`src/rtl/ext_pkg.sv`:
```
// rtl/ext_pkg.sv - shared mode encoding for the immediate extender
// Purpose: defines the 2-bit extension mode type used by ext_core and
// extend_pipe.
// Ports: none (package).
package ext_pkg;

  typedef enum logic [1:0] {
    EXT_ZERO   = 2'b00,
    EXT_SIGN   = 2'b01,
    EXT_UPPER  = 2'b10,
    EXT_BRANCH = 2'b11
  } ext_mode_t;

endpackage

```
`src/rtl/ext_core.sv`:
```
// rtl/ext_core.sv - combinational immediate width/mode conversion
// Purpose: widens an IN_W-bit immediate to OUT_W bits as zero, sign,
// upper (LUI-style) or branch offset (sign extend, then times four).
// Ports:
//   imm  in  IN_W   immediate field
//   mode in  2      ext_mode_t selector
//   ext  out OUT_W  extended value
module ext_core
  import ext_pkg::*;
#(
  parameter int IN_W  = 16,
  parameter int OUT_W = 32
) (
  input  logic [IN_W-1:0]  imm,
  input  ext_mode_t        mode,
  output logic [OUT_W-1:0] ext
);

  logic [OUT_W-1:0] sext;

  always_comb begin
    sext = {{(OUT_W-IN_W){imm[IN_W-1]}}, imm};
    ext  = '0;
    case (mode)
      EXT_ZERO:   ext = {{(OUT_W-IN_W){1'b0}}, imm};
      EXT_SIGN:   ext = sext;
      EXT_UPPER:  ext = {imm, {(OUT_W-IN_W){1'b0}}};
      // OUT_W >= IN_W + 2 leaves two copies of the sign bit on top, so the
      // two bits pushed out here carry no information.
      EXT_BRANCH: ext = sext << 2;
      default:    ext = '0;
    endcase
  end

endmodule

```
`src/rtl/extend_pipe.sv`:
```
// rtl/extend_pipe.sv - registered immediate extender with 2-entry skid buffer
// Purpose: accepts an immediate plus tag on a valid/ready input, extends it
// through ext_core, and presents it one cycle later on a valid/ready output.
// A second (skid) register absorbs one extra result so in_ready can be a
// pure flop output with no combinational path from out_ready.
// Optional: define EXT_CNT_EN to add the 16-bit accepted-transaction counter
// on count_o.
// Ports:
//   clk, rst_n            clock, asynchronous active-low reset
//   in_valid/in_ready     input handshake
//   in_imm, in_mode       immediate and 2-bit mode
//   in_tag                side-band tag, passed through
//   out_valid/out_ready   output handshake
//   out_data, out_tag     extended value and its tag
//   count_o               accepted-transaction count (EXT_CNT_EN only)
module extend_pipe
  import ext_pkg::*;
#(
  parameter int IN_W  = 16,
  parameter int OUT_W = 32,
  parameter int TAG_W = 4
) (
  input  logic             clk,
  input  logic             rst_n,
  input  logic             in_valid,
  output logic             in_ready,
  input  logic [IN_W-1:0]  in_imm,
  input  logic [1:0]       in_mode,
  input  logic [TAG_W-1:0] in_tag,
  output logic             out_valid,
  input  logic             out_ready,
  output logic [OUT_W-1:0] out_data,
  output logic [TAG_W-1:0] out_tag
`ifdef EXT_CNT_EN
  ,
  output logic [15:0]      count_o
`endif
);

  // Occupancy: how many results are held (output register, then skid).
  localparam logic [1:0] ST_EMPTY = 2'd0;
  localparam logic [1:0] ST_ONE   = 2'd1;
  localparam logic [1:0] ST_FULL  = 2'd2;

  logic [1:0]       state_q,     state_d;
  logic             out_valid_q, out_valid_d;
  logic             in_ready_q,  in_ready_d;
  logic [OUT_W-1:0] out_data_q,  out_data_d;
  logic [TAG_W-1:0] out_tag_q,   out_tag_d;
  logic [OUT_W-1:0] skid_data_q, skid_data_d;
  logic [TAG_W-1:0] skid_tag_q,  skid_tag_d;
  logic [OUT_W-1:0] core_data;
  logic             in_fire;
  logic             out_fire;

  ext_core #(
    .IN_W  (IN_W),
    .OUT_W (OUT_W)
  ) u_core (
    .imm  (in_imm),
    .mode (ext_mode_t'(in_mode)),
    .ext  (core_data)
  );

  assign in_fire  = in_valid & in_ready_q;
  assign out_fire = out_valid_q & out_ready;

  always_comb begin
    state_d     = state_q;
    out_data_d  = out_data_q;
    out_tag_d   = out_tag_q;
    skid_data_d = skid_data_q;
    skid_tag_d  = skid_tag_q;
    case (state_q)
      ST_EMPTY: begin
        if (in_fire) begin
          out_data_d = core_data;
          out_tag_d  = in_tag;
          state_d    = ST_ONE;
        end
      end
      ST_ONE: begin
        if (in_fire && out_fire) begin
          out_data_d = core_data;
          out_tag_d  = in_tag;
        end else if (in_fire) begin
          skid_data_d = core_data;
          skid_tag_d  = in_tag;
          state_d     = ST_FULL;
        end else if (out_fire) begin
          state_d = ST_EMPTY;
        end
      end
      ST_FULL: begin
        // in_ready is low here, so only the output side can move.
        if (out_fire) begin
          out_data_d = skid_data_q;
          out_tag_d  = skid_tag_q;
          state_d    = ST_ONE;
        end
      end
      default: state_d = ST_EMPTY;
    endcase
    // Both handshake outputs are decoded from the next state and registered.
    out_valid_d = (state_d != ST_EMPTY);
    in_ready_d  = (state_d != ST_FULL);
  end

  always_ff @(posedge clk or negedge rst_n) begin
    if (!rst_n) begin
      state_q     <= ST_EMPTY;
      out_valid_q <= 1'b0;
      in_ready_q  <= 1'b1;
      out_data_q  <= '0;
      out_tag_q   <= '0;
      skid_data_q <= '0;
      skid_tag_q  <= '0;
    end else begin
      state_q     <= state_d;
      out_valid_q <= out_valid_d;
      in_ready_q  <= in_ready_d;
      out_data_q  <= out_data_d;
      out_tag_q   <= out_tag_d;
      skid_data_q <= skid_data_d;
      skid_tag_q  <= skid_tag_d;
    end
  end

  assign in_ready  = in_ready_q;
  assign out_valid = out_valid_q;
  assign out_data  = out_data_q;
  assign out_tag   = out_tag_q;

`ifdef EXT_CNT_EN
  logic [15:0] count_q, count_d;

  // Free-running wrap from 0xFFFF to 0x0000.
  always_comb count_d = in_fire ? count_q + 16'd1 : count_q;

  always_ff @(posedge clk or negedge rst_n) begin
    if (!rst_n) count_q <= 16'd0;
    else        count_q <= count_d;
  end

  assign count_o = count_q;
`endif

endmodule
```
`config.mk`:
```
export PLATFORM = sky130hd
export DESIGN_NAME = extend_pipe
export DESIGN_NICKNAME = d
export VERILOG_FILES = /design/src/rtl/ext_pkg.sv /design/src/rtl/ext_core.sv /design/src/rtl/extend_pipe.sv
export SDC_FILE = /design/constraint.sdc
export NUM_CORES = 1
export LEC_CHECK = 0
export BUFFER_PORTS_ARGS = -buffer_cell sky130_fd_sc_hd__buf_2
export CORE_MARGIN = 2
export CORE_UTILIZATION = 30
export CTS_CLUSTER_SIZE = 10
export DETAILED_ROUTE_END_ITERATION = 16
export GPL_TIMING_DRIVEN = 1
export PLACE_DENSITY = 0.45
export SYNTH_ARGS = -nofsm -noshare
export SYNTH_HDL_FRONTEND = slang
export SYNTH_SLANG_ARGS = --single-unit
```
`constraint.sdc`:
```
create_clock -name clk -period 3.8 [get_ports clk]
set_input_delay 0.76 -clock clk [delete_from_list [all_inputs] [get_ports clk]]
set_output_delay 0.76 -clock clk [all_outputs]
set_load 0.005 [all_outputs]
```
# Yosys cells after proc, flatten, opt, wreduce, memory -nomap -nowiden
# Cells that the tools add are included.
[totals] regBits=76 latchBits=0 ramBits=0 romBits=0 in_bits=26 n_memories=0
[classes] addsub=0 n_mul=0 div=0 magnitude_cmp=0 n_eq_ne=9 n_shift=0 muxes=15 bitwise=3 reduce_logical=7
[ops] cell="32-bit case mux with 4 select lines" count=1
[ops] cell="32-bit 2-to-1 mux" count=3
[ops] cell="32-bit case mux with 3 select lines" count=1
[ops] cell="4-bit 2-to-1 mux" count=3
[ops] cell="4-bit case mux with 3 select lines" count=1
[ops] cell="2-bit 2-to-1 mux" count=5
[ops] cell="2-bit != test, second input constant" count=4
[ops] cell="2-bit equality test, second input constant" count=3
[ops] cell="2-bit case mux with 3 select lines" count=1
[ops] cell="2-bit by 1-bit equality test with 1-bit output, second input constant" count=2
[ops] cell="2-bit logical NOT" count=2
[ops] cell="4-bit AND reduction" count=1
[ops] cell="3-bit AND reduction" count=1
[ops] cell="3-bit nonzero test" count=1
[ops] cell="1-bit AND" count=2
[ops] cell="2-bit nonzero test" count=1
[ops] cell="1-bit logical AND" count=1
[ops] cell="1-bit NOT" count=1

# Logic depth before layout (Yosys ltp)
# Gate-level depths: netlist of run 1.
[depth] depth_word=6 ltp_mapped=6 depth_no_buf=4

# Cells and area by module
# A second synthesis of run 1 with hierarchy kept.
[unflattened] cells_unflattened=253 hier_area_um2=3841.2
[modules_own_cells] mod="extend_pipe" instances=1 cells_per_inst=211 area_each_um2=3475.8
[modules_own_cells] mod="ext_core" instances=1 cells_per_inst=42 area_each_um2=365.4

# Worst setup path before layout of run 1
# No wires, ideal clock.
[synth_timing] path_type="input to register" from="input in_mode[1]" to="register out_data_q[10] (netlist: out_data[10])" setup_ns=0.125 t_arrival_ns=1.790 path_slack_ns=1.885 cell_stages=6 path_cell_list="clkbuf_2 -> and2_0 -> buf_4 -> a21oi_1 -> a21oi_1 -> mux2_4"
[synth_between] elab_chain_len=4 word_cells_on_any_way=8 classes_between="3 x eq/ne; 4 x mux; 1 x reduce/logical"
[synth_lines] element="start, declared" line="extend_pipe.sv:28" text="input logic [1:0] in_mode,"
[synth_lines] element="2-bit equality test (tied with other cells)" line="ext_core.sv:24" text="case (mode)"
[synth_lines] element="32-bit case mux with 4 select lines *" line="ext_core.sv:24"
[synth_lines] element="32-bit 2-to-1 mux, on equally long branches" line="extend_pipe.sv:83, extend_pipe.sv:76"
[synth_lines] element="32-bit case mux with 3 select lines *" line="extend_pipe.sv:74" text="case (state_q)"
[synth_lines] element="end signal, assigned" line="extend_pipe.sv:122" text="out_data_q <= out_data_d;"
[synth_lines] element="end, declared" line="extend_pipe.sv:48" text="logic [OUT_W-1:0] out_data_q, out_data_d;"
# Every way passes the cells marked *; elsewhere a longest branch is shown, timed or not. The select of a mux whose other input is x is not followed.
# A chain may end at the register's enable or synchronous reset.

# Worst setup path after layout of run 1
[layout_timing] from="input in_valid" to="register out_data_q[27] (netlist: out_data[27])"
[layout_between] elab_chain_len=4 word_cells_on_any_way=5 classes_between="2 x eq/ne; 1 x bitwise; 2 x reduce/logical"
[layout_lines] element="start, declared" line="extend_pipe.sv:25" text="input logic in_valid,"
[layout_lines] element="1-bit AND *" line="extend_pipe.sv:65" text="assign in_fire = in_valid & in_ready_q;"
[layout_lines] element="1-bit logical AND" line="extend_pipe.sv:83" text="if (in_fire && out_fire) begin"
[layout_lines] element="2-bit != test (no line)"
[layout_lines] element="4-bit AND reduction (no line) *"
# Every way passes the cells marked *; elsewhere a longest branch is shown, timed or not.

==> results of run 1 <==
## per-layer routing
metal	track usage, %	wire [um]	vias up
met4	4.63	122	0
met2	21.0	3630	60
li1	-	-	1276
met1	19.4	4260	1228
met3	4.92	514	9
met5	0	0	-
## final cells by class
cell class                      instances  area (um2)  share of cell area (%)
Clock buffer                            9         225                    5.21
Clock inverter                          7        98.8                    2.29
Inverter                                1        3.75                  0.0869
Multi-Input combinational cell        245        1570                    36.2
Sequential cell                        76        1900                    44.0
Tap cell                              147         184                    4.26
Timing Repair Buffer                   66         340                    7.88
## registers in the layout, summed over array words and instances, names as in the netlist
| name | cells |
|---|---|
| in_ready | 1 |
| out_data | 32 |
| out_tag | 4 |
| out_valid | 1 |
| skid_data_q | 32 |
| skid_tag_q | 4 |
| state_q | 2 |
## synthesized netlist by cell type, types with 2 or more instances
| cell type | count |
|---|---|
| clkbuf_1 | 6 |
| nand3_1 | 2 |
| mux2_2 | 11 |
| nand2_1 | 49 |
| buf_12 | 3 |
| nor2b_1 | 15 |
| dfrtp_1 | 75 |
| o21ai_0 | 39 |
| mux2_4 | 30 |
| a21oi_1 | 57 |
| and2_0 | 2 |
| buf_2 | 9 |
| nor2_1 | 29 |
| nand2b_1 | 2 |
| buf_4 | 4 |
## metrics by stage
step | cells | utilization, %
after CTS | 551 | 36.3
after floorplan | 346 | -
final | 551 | 36.3
after global placement | 535 | 33.6
after detailed placement | 535 | 33.6
after global routing | 551 | 36.3
## power by group through the flow
stage / sequential [mW] / combinational (mW) / clock, mW
5_1_grt: 1.42 / 1.36 / 1.00
6_report: 1.37 / 1.21 / 0.932
3_5_place_dp: 1.39 / 1.24 / 0
3_3_place_gp: 1.38 / 1.21 / 0
4_1_cts: 1.38 / 1.24 / 0.964
2_1_floorplan: 1.37 / 0.919 / 0
## kinds of logic after synthesis
kind of cell	share of synthesized area, %
and+or+nand+nor	12.6
AOI/OAI and AO/OA	14.4
DFF	52.3
muxes	15.8
buffers and inverters	4.88
## worst max-delay path, stage by stage
cell and delay, ps:
buf_2 100, and3b_1 210, o21bai_2 140, o31a_2 520, buf_4 460, mux2_4 340
## worst max path at each step
stage               start               to  slack, ps
3_3_place_gp     in_valid     out_data[19]       1140
3_5_place_dp     in_valid     out_data[20]       1080
5_1_grt          in_ready  skid_data_q[30]       1340
6_report         in_valid     out_data[27]       1460
4_1_cts          in_valid     out_data[22]       1430
2_1_floorplan  in_mode[1]     out_data[10]       1880
==> results.py, run 1 <==
metrics = {
    "status": {
        "outcome": "complete, no violations",
    },
    "sta": {
        "slew_headroom_pct": 33.7,
        "layout_setup_ws_ps": 1460,
        "finalSetupViolations": 0,
        "hold_viol": 0,
        "period_share_pct": 61.5,
        "final_max_slew_viol_count": 0,
        "holdWs_ps": 478,
        "worst_pin_slew_ps": 994,
        "max_freq_ghz": 0.428,
        "rsz0062_at_grt": "no",
        "skew_ps": 7.58,
        "period_minus_slack_ps": 2340,
        "tns_ps": 0,
    },
    "synthesis": {
        "yosys-top-cells-area": "dfrtp_1 (52%), mux2_4 (12%), a21oi_1 (7.8%)",
        "yosysTopAreaCell": "dfrtp_1",
        "synth_top_area_share_pct": 51.6,
        "synth.avg_cell_area_um2": 10.5,
        "synth-edff-count": 0,
        "syn_area_mm2": 0.00364,
        "syn_nets": 372,
        "yosysWarnings": 0,
        "ys_seq_area_share_pct": 52.3,
        "syn-instance-count": 346,
        "synth_flop_cell": "dfrtp_1",
        "synth.distinct_cells": 28,
        "async_flop_share_pct": 100,
        "ys_seq_elements": 76,
    },
    "min_path": {
        "min_from": "skid_data_q[15]",
        "hp-class": "reg -> reg",
        "min_to": "skid_data_q[15]",
        "hold_path_depth": 2,
    },
    "clocking": {
        "holdBufCountCts": 0,
        "postCtsSetupRepairBufs": 0,
        "htreeDepth": 3,
        "path_clk_slew_ps": 60,
        "cts_tree": "yes",
        "cts_buffers": 9,
        "cts-resized-gates": 0,
        "cts_buffer_depth": 2,
        "cts.root.buffer_cell": "clkbuf_16",
        "cts.sinks": 76,
        "clk_latency_ps": 340,
    },
    "run": {
        "maxCapViolations": 0,
    },
    "final_layout": {
        "nNetsFinal": 425,
        "final_area_mm2": 0.00432,
        "diodes": 0,
        "area_growth_pct": 18.7,
        "final_cell_mix": "dfrtp_1 (75), buf_2 (62), a21oi_1 (57)",
        "drive_gt1_share_pct": 32.2,
        "fillCellCount": 1205,
        "final_common_cell": "dfrtp_1",
    },
    "floorplan": {
        "die_y_um": 114,
        "coreArea_mm2": 0.0119,
        "die-area_mm2": 0.0130,
        "die_w_um": 114,
        "initial_core_util_pct": 30.5,
        "rows": 40,
        "io_pins": 64,
    },
    "route": {
        "vias_per_cell": 4.67,
        "first_iter_violations": 140,
        "remaining_drc_errors": 0,
        "vias": 2573,
        "wl_per_cell_um": 15.5,
        "drt_wl_total_mm": 8.52,
        "dr.pass1.iters": 4,
        "ant_nets": 0,
    },
    "pwr": {
        "seq_power_share_pct": 39.1,
        "p_per_area_mw_per_mm2": 814,
        "switching_share_pct": 31.3,
        "leakage_nw": 2.11,
        "vdd_drop_max_v": 0.000352,
        "internal-power_mw": 2.42,
        "p_sw_mw": 1.10,
        "comb_power_share_pct": 34.4,
        "clockPowerShare_pct": 26.5,
        "power_mw": 3.52,
    },
    "setup_path": {
        "cp.arrival_ps": 2570,
        "critPathKind": "in -> reg",
        "crit_path_end_kind": "flip-flop",
        "cp_max_fo": 20,
        "reg2reg_depth": 5,
        "worstPathRequired_ps": 4030,
        "r2r_setup_slack_ps": 1520,
        "start_kind": "primary input",
        "reg2reg_from": "state_q[1]",
        "reg2reg_to": "out_data[27]",
    },
    "global_route": {
        "grt_max_degree": 77,
        "antenna_found_initial": 0,
        "grt_overflow": 0,
        "grt_pass1_vias": 2601,
        "track_usage_pct": 14.2,
        "grt_pass1_wl_mm": 13.9,
    },
    "placement": {
        "routabilityCongestion": 0.771,
        "place_ws_ps": 1080,
        "hpwl_mm": 5.80,
        "placed_area_mm2": 0.00400,
        "numPortBuffers": 63,
    },
}
(Power assumes the default switching activity.)
==> run 2, diff against run 1 <==
--- a/config.mk
+++ b/config.mk
@@ -11,7 +11,7 @@
 export CTS_CLUSTER_SIZE = 10
 export DETAILED_ROUTE_END_ITERATION = 16
 export GPL_TIMING_DRIVEN = 1
-export PLACE_DENSITY = 0.45
+export PLACE_DENSITY = 0.47
 export SYNTH_ARGS = -nofsm -noshare
 export SYNTH_HDL_FRONTEND = slang
 export SYNTH_SLANG_ARGS = --single-unit
==> constraint.sdc (replaced) <==
create_clock -name clk -period 2.1 [get_ports clk]
set_input_delay 0.42 -clock clk [delete_from_list [all_inputs] [get_ports clk]]
set_output_delay 0.42 -clock clk [all_outputs]
set_load 0.005 [all_outputs]
==> results.py, run 2 (synthesis gave the netlist of run 1 again) <==
metrics = {
    "clocking": {
        "cts-resized-gates": 0,
        "clk_latency_ps": 330,
        "cts_buffer_depth": 2,
        "cts.sinks": 76,
        "cts_buffers": 9,
        "cts.root.buffer_cell": "clkbuf_16",
        "postCtsSetupRepairBufs": 0,
        "htreeDepth": 3,
        "path_clk_slew_ps": 50,
        "cts_tree": "yes",
        "holdBufCountCts": 0,
    },
    "pwr": {
        "p_per_area_mw_per_mm2": 1450,
        "p_sw_mw": 1.97,
        "clockPowerShare_pct": 24.8,
        "power_mw": 6.32,
        "seq_power_share_pct": 39.7,
        "switching_share_pct": 31.1,
        "comb_power_share_pct": 35.5,
        "leakage_nw": 2.14,
        "internal-power_mw": 4.35,
        "vdd_drop_max_v": 0.000702,
    },
    "floorplan": {
        "initial_core_util_pct": 30.5,
        "die-area_mm2": 0.0130,
        "io_pins": 64,
        "coreArea_mm2": 0.0119,
        "rows": 40,
        "die_y_um": 114,
        "die_w_um": 114,
    },
    "final_layout": {
        "seq_area_mm2": 0.00190,
        "final_cells": 555,
        "nNetsFinal": 429,
        "final_cell_mix": "dfrtp_1 (75), buf_2 (62), a21oi_1 (57)",
        "diodes": 0,
        "area_growth_pct": 20.0,
        "multi_input_area_mm2": 0.00157,
        "drive_gt1_share_pct": 32.6,
        "fillCellCount": 1201,
        "final_common_cell": "dfrtp_1",
    },
    "setup_path": {
        "crit_path_max_incr_delay_ps": 440,
        "crit_chain": "and3b_1 -> o21bai_2 -> o31a_2 -> buf_12 -> mux2_2",
        "critPathKind": "reg -> reg",
        "worst-path-stages": 5,
        "critPathSlowestCell": "dfrtp_1",
        "cp.arrival_ps": 1990,
        "r2r_setup_slack_ps": 320,
        "reg2reg_from": "state_q[1]",
        "crit_path_end_kind": "flip-flop",
        "crit_start": "state_q[1]",
        "crit_buf_inv": 1,
        "cp_max_fo": 36,
        "reg2reg_depth": 5,
        "start_kind": "flip-flop",
        "worstPathRequired_ps": 2310,
        "critPathTopFamily": "flip-flops",
    },
    "route": {
        "remaining_drc_errors": 0,
        "vias_per_cell": 4.77,
        "dr.pass1.iters": 4,
        "drt_wl_total_mm": 8.79,
        "ant_nets": 0,
        "vias": 2648,
        "wl_per_cell_um": 15.8,
        "first_iter_violations": 144,
    },
    "sta": {
        "hold_viol": 0,
        "layout_setup_ws_ps": 321,
        "worst_pin_slew_ps": 919,
        "period_minus_slack_ps": 1780,
        "max_freq_ghz": 0.562,
        "tns_ps": 0,
        "final_max_slew_viol_count": 0,
        "finalSetupViolations": 0,
        "period_share_pct": 84.7,
        "slew_headroom_pct": 38.6,
        "skew_ps": 7.22,
        "rsz0062_at_grt": "no",
    },
    "global_route": {
        "grt_max_degree": 65,
        "grt_pass1_vias": 2670,
        "grt_pass1_wl_mm": 14.5,
        "antenna_found_initial": 0,
        "grt_overflow": 0,
        "track_usage_pct": 14.7,
    },
    "placement": {
        "dp.cells": 539,
        "numPortBuffers": 63,
        "place_ws_ps": 119,
        "routabilityCongestion": 0.753,
        "hpwl_mm": 6.02,
    },
    "run": {
        "maxCapViolations": 0,
    },
    "min_path": {
        "hp-class": "in -> async",
    },
    "status": {
        "outcome": "complete, no violations",
    },
}
==> run 2: power by group through the flow <==
stage	Sequential [mW]	Combinational, mW	Clock [mW]
2_1_floorplan	2.48	1.66	0
3_3_place_gp	2.52	2.25	0
3_5_place_dp	2.54	2.28	0
4_1_cts	2.52	2.29	1.62
5_1_grt	2.60	2.51	1.69
6_report	2.51	2.24	1.57
==> run 2: worst paths after layout <==
kind,endpoint
hold / removal,out_tag[0]
setup reg to reg,out_data[31]
hold reg to reg,skid_data_q[9]
setup / recovery,out_data[31]
min in group clk,skid_tag_q[0]
max in group asynchronous,out_data[23]
==> run 2: area by class of cell <==
cell class                 instances  area share [%]
clock inverter                     4            1.09
multi-input combinational        245            35.8
clock buffer                      12            5.87
timing repair buffer              70            9.34
tap                              147            4.21
sequential                        76            43.6
inverter                           1          0.0859
==> run 2: through the flow <==
stage               area, um2  hold WS, ps  utilization [%]
CTS                      4370          111             36.7
global route             4370          134             36.7
finish                   4370         89.4             36.7
floorplan                3640          124                -
global placement         4060          463             34.1
detailed placement       4060          466             34.1
==> run 2: layer usage <==
layer | wire length (um) | up-vias | track usage [%] | share of wire [%]
met5 | 0 | - | 0 | 0
met4 | 166 | 0 | 5.28 | 1.9
met3 | 485 | 13 | 4.55 | 5.5
met2 | 4010 | 66 | 22.7 | 46
met1 | 4130 | 1283 | 19.6 | 47
li1 | - | 1286 | - | -
==> run 3, diff against run 2 <==
==> constraint.sdc (replaced) <==
create_clock -name clk -period 1.4 [get_ports clk]
set_input_delay 0.28 -clock clk [delete_from_list [all_inputs] [get_ports clk]]
set_output_delay 0.28 -clock clk [all_outputs]
set_load 0.005 [all_outputs]
==> results.py, run 3 (synthesis gave the netlist of run 1 again) <==
metrics = {
    "pwr": {
        "leakage_nw": 2.41,
        "power_mw": 10.5,
        "vdd_drop_max_v": 0.00116,
        "p_per_area_mw_per_mm2": 2160,
    },
    "sta": {
        "skew_ps": 6.19,
        "final_max_slew_viol_count": 0,
        "slew_headroom_pct": 58.9,
        "rsz0062_at_grt": "yes",
        "layout_setup_ws_ps": -218,
        "max_freq_ghz": 0.618,
        "finalSetupViolations": 72,
        "worst_pin_slew_ps": 613,
        "hold_viol": 0,
        "period_share_pct": 116,
        "period_minus_slack_ps": 1620,
    },
    "setup_path": {
        "cp_max_fo": 3,
        "start_kind": "flip-flop",
        "crit_path_end_kind": "flip-flop",
        "critPathKind": "reg -> reg",
        "worstPathRequired_ps": 1610,
        "reg2reg_depth": 6,
        "cp.arrival_ps": 1830,
    },
    "run": {
        "maxCapViolations": 0,
    },
    "final_layout": {
        "drive_gt1_share_pct": 42.5,
        "nNetsFinal": 460,
        "final_area_mm2": 0.00489,
        "final_common_cell": "dfrtp_1",
        "final_cell_mix": "dfrtp_1 (75), buf_2 (62), a21oi_1 (57)",
        "final_cells": 585,
        "diodes": 0,
        "area_growth_pct": 34.3,
        "final_util_pct": 41.0,
    },
    "floorplan": {
        "initial_core_util_pct": 30.5,
        "die_y_um": 114,
        "rows": 40,
        "die-area_mm2": 0.0130,
        "coreArea_mm2": 0.0119,
        "io_pins": 64,
        "die_w_um": 114,
    },
    "clocking": {
        "cts.sinks": 76,
        "path_clk_slew_ps": 50,
        "clk_latency_ps": 330,
        "htreeDepth": 3,
        "cts_tree": "yes",
        "cts.root.buffer_cell": "clkbuf_16",
        "cts_buffer_depth": 2,
        "cts_buffers": 9,
    },
    "route": {
        "remaining_drc_errors": 0,
        "vias": 2823,
        "dr.pass1.iters": 4,
        "wl_per_cell_um": 16.8,
        "ant_nets": 0,
        "drt_wl_total_mm": 9.81,
        "route.top_layer_used": "met4",
        "first_iter_violations": 124,
        "vias_per_cell": 4.83,
        "wl_met1_mm": 4.69,
        "met3_length_um": 412,
        "wl_met2_mm": 4.61,
    },
    "min_path": {
        "hp-class": "in -> reg",
        "hold_path_depth": 2,
    },
    "global_route": {
        "track_usage_pct": 15.9,
        "grt_overflow": 0,
        "grt_pass1_vias": 2856,
        "grt_pass1_wl_mm": 15.7,
        "antenna_found_initial": 0,
        "grt_max_degree": 40,
    },
    "placement": {
        "routabilityCongestion": 0.709,
        "hpwl_mm": 6.16,
        "place_ws_ps": -474,
        "dp.cells": 556,
        "numPortBuffers": 63,
        "placed_area_mm2": 0.00422,
    },
    "status": {
        "outcome": "finished with violations",
        "violations": "setup timing",
    },
}
==> run 3: per-layer routing <==
| layer | GRT usage, % | up-vias |
|---|---|---|
| met5 | 0 | - |
| met4 | 5.12 | 0 |
| met3 | 3.86 | 7 |
| met2 | 24.3 | 59 |
| met1 | 22.2 | 1392 |
| li1 | - | 1365 |
==> run 3: worst max-delay path, stage by stage (launching register included) <==
cell and delay, ps:
dfstp_2 530, and3b_2 230, buf_6 120, nand3_4 90
buf_4 150, buf_4 120, mux2_2 260
==> run 3: cell type report <==
cell class / count / area (um2)
well taps: 147 / 184
repair buffers: 101 / 807
fillers: 1174 / 7020
clock inverters: 1 / 30.0
clock buffers: 14 / 274
flip-flops and latches: 76 / 1900
inverters: 1 / 3.75
multi-input cells: 245 / 1690
==> run 3: worst paths after layout <==
kind	startpoint	to	slack [ps]
worst max-delay path	in_ready	skid_tag_q[3]	-220
worst min-delay path	in_tag[0]	skid_tag_q[0]	200
worst max register to register	in_ready	skid_tag_q[3]	-220
worst min register to register	skid_data_q[7]	skid_data_q[7]	480
max in group asynchronous	rst_n	out_data[8]	470
min in group asynchronous	rst_n	skid_tag_q[0]	350
==> run 3: metrics by stage <==
stage	hold WS [ps]	TNS [ps]
after global routing	200	-15290
final	200	-11460
after detailed placement	158	-19410
after CTS	188	-12110
after floorplan	-15.6	-6950
after global placement	156	-19620
==> run 3: what timing repair did <==
action                                 4_1_cts  5_1_grt
resized for setup                           33       40
hold buffers                                 1        0
endpoints found under the hold margin       12        0
gates cloned                                 4        1
setup buffers                                5        3
setup endpoints to repair                   72       73
pin swaps                                    1        1
==> run 3: where the power goes <==
part	total [mW]	switching, mW	internal [mW]	leakage [nW]
sequential	3.78	0.582	3.20	0.949
combinational	4.41	1.86	2.55	1.32
clock	2.36	0.839	1.52	0.149
total	10.5	3.28	7.27	2.41
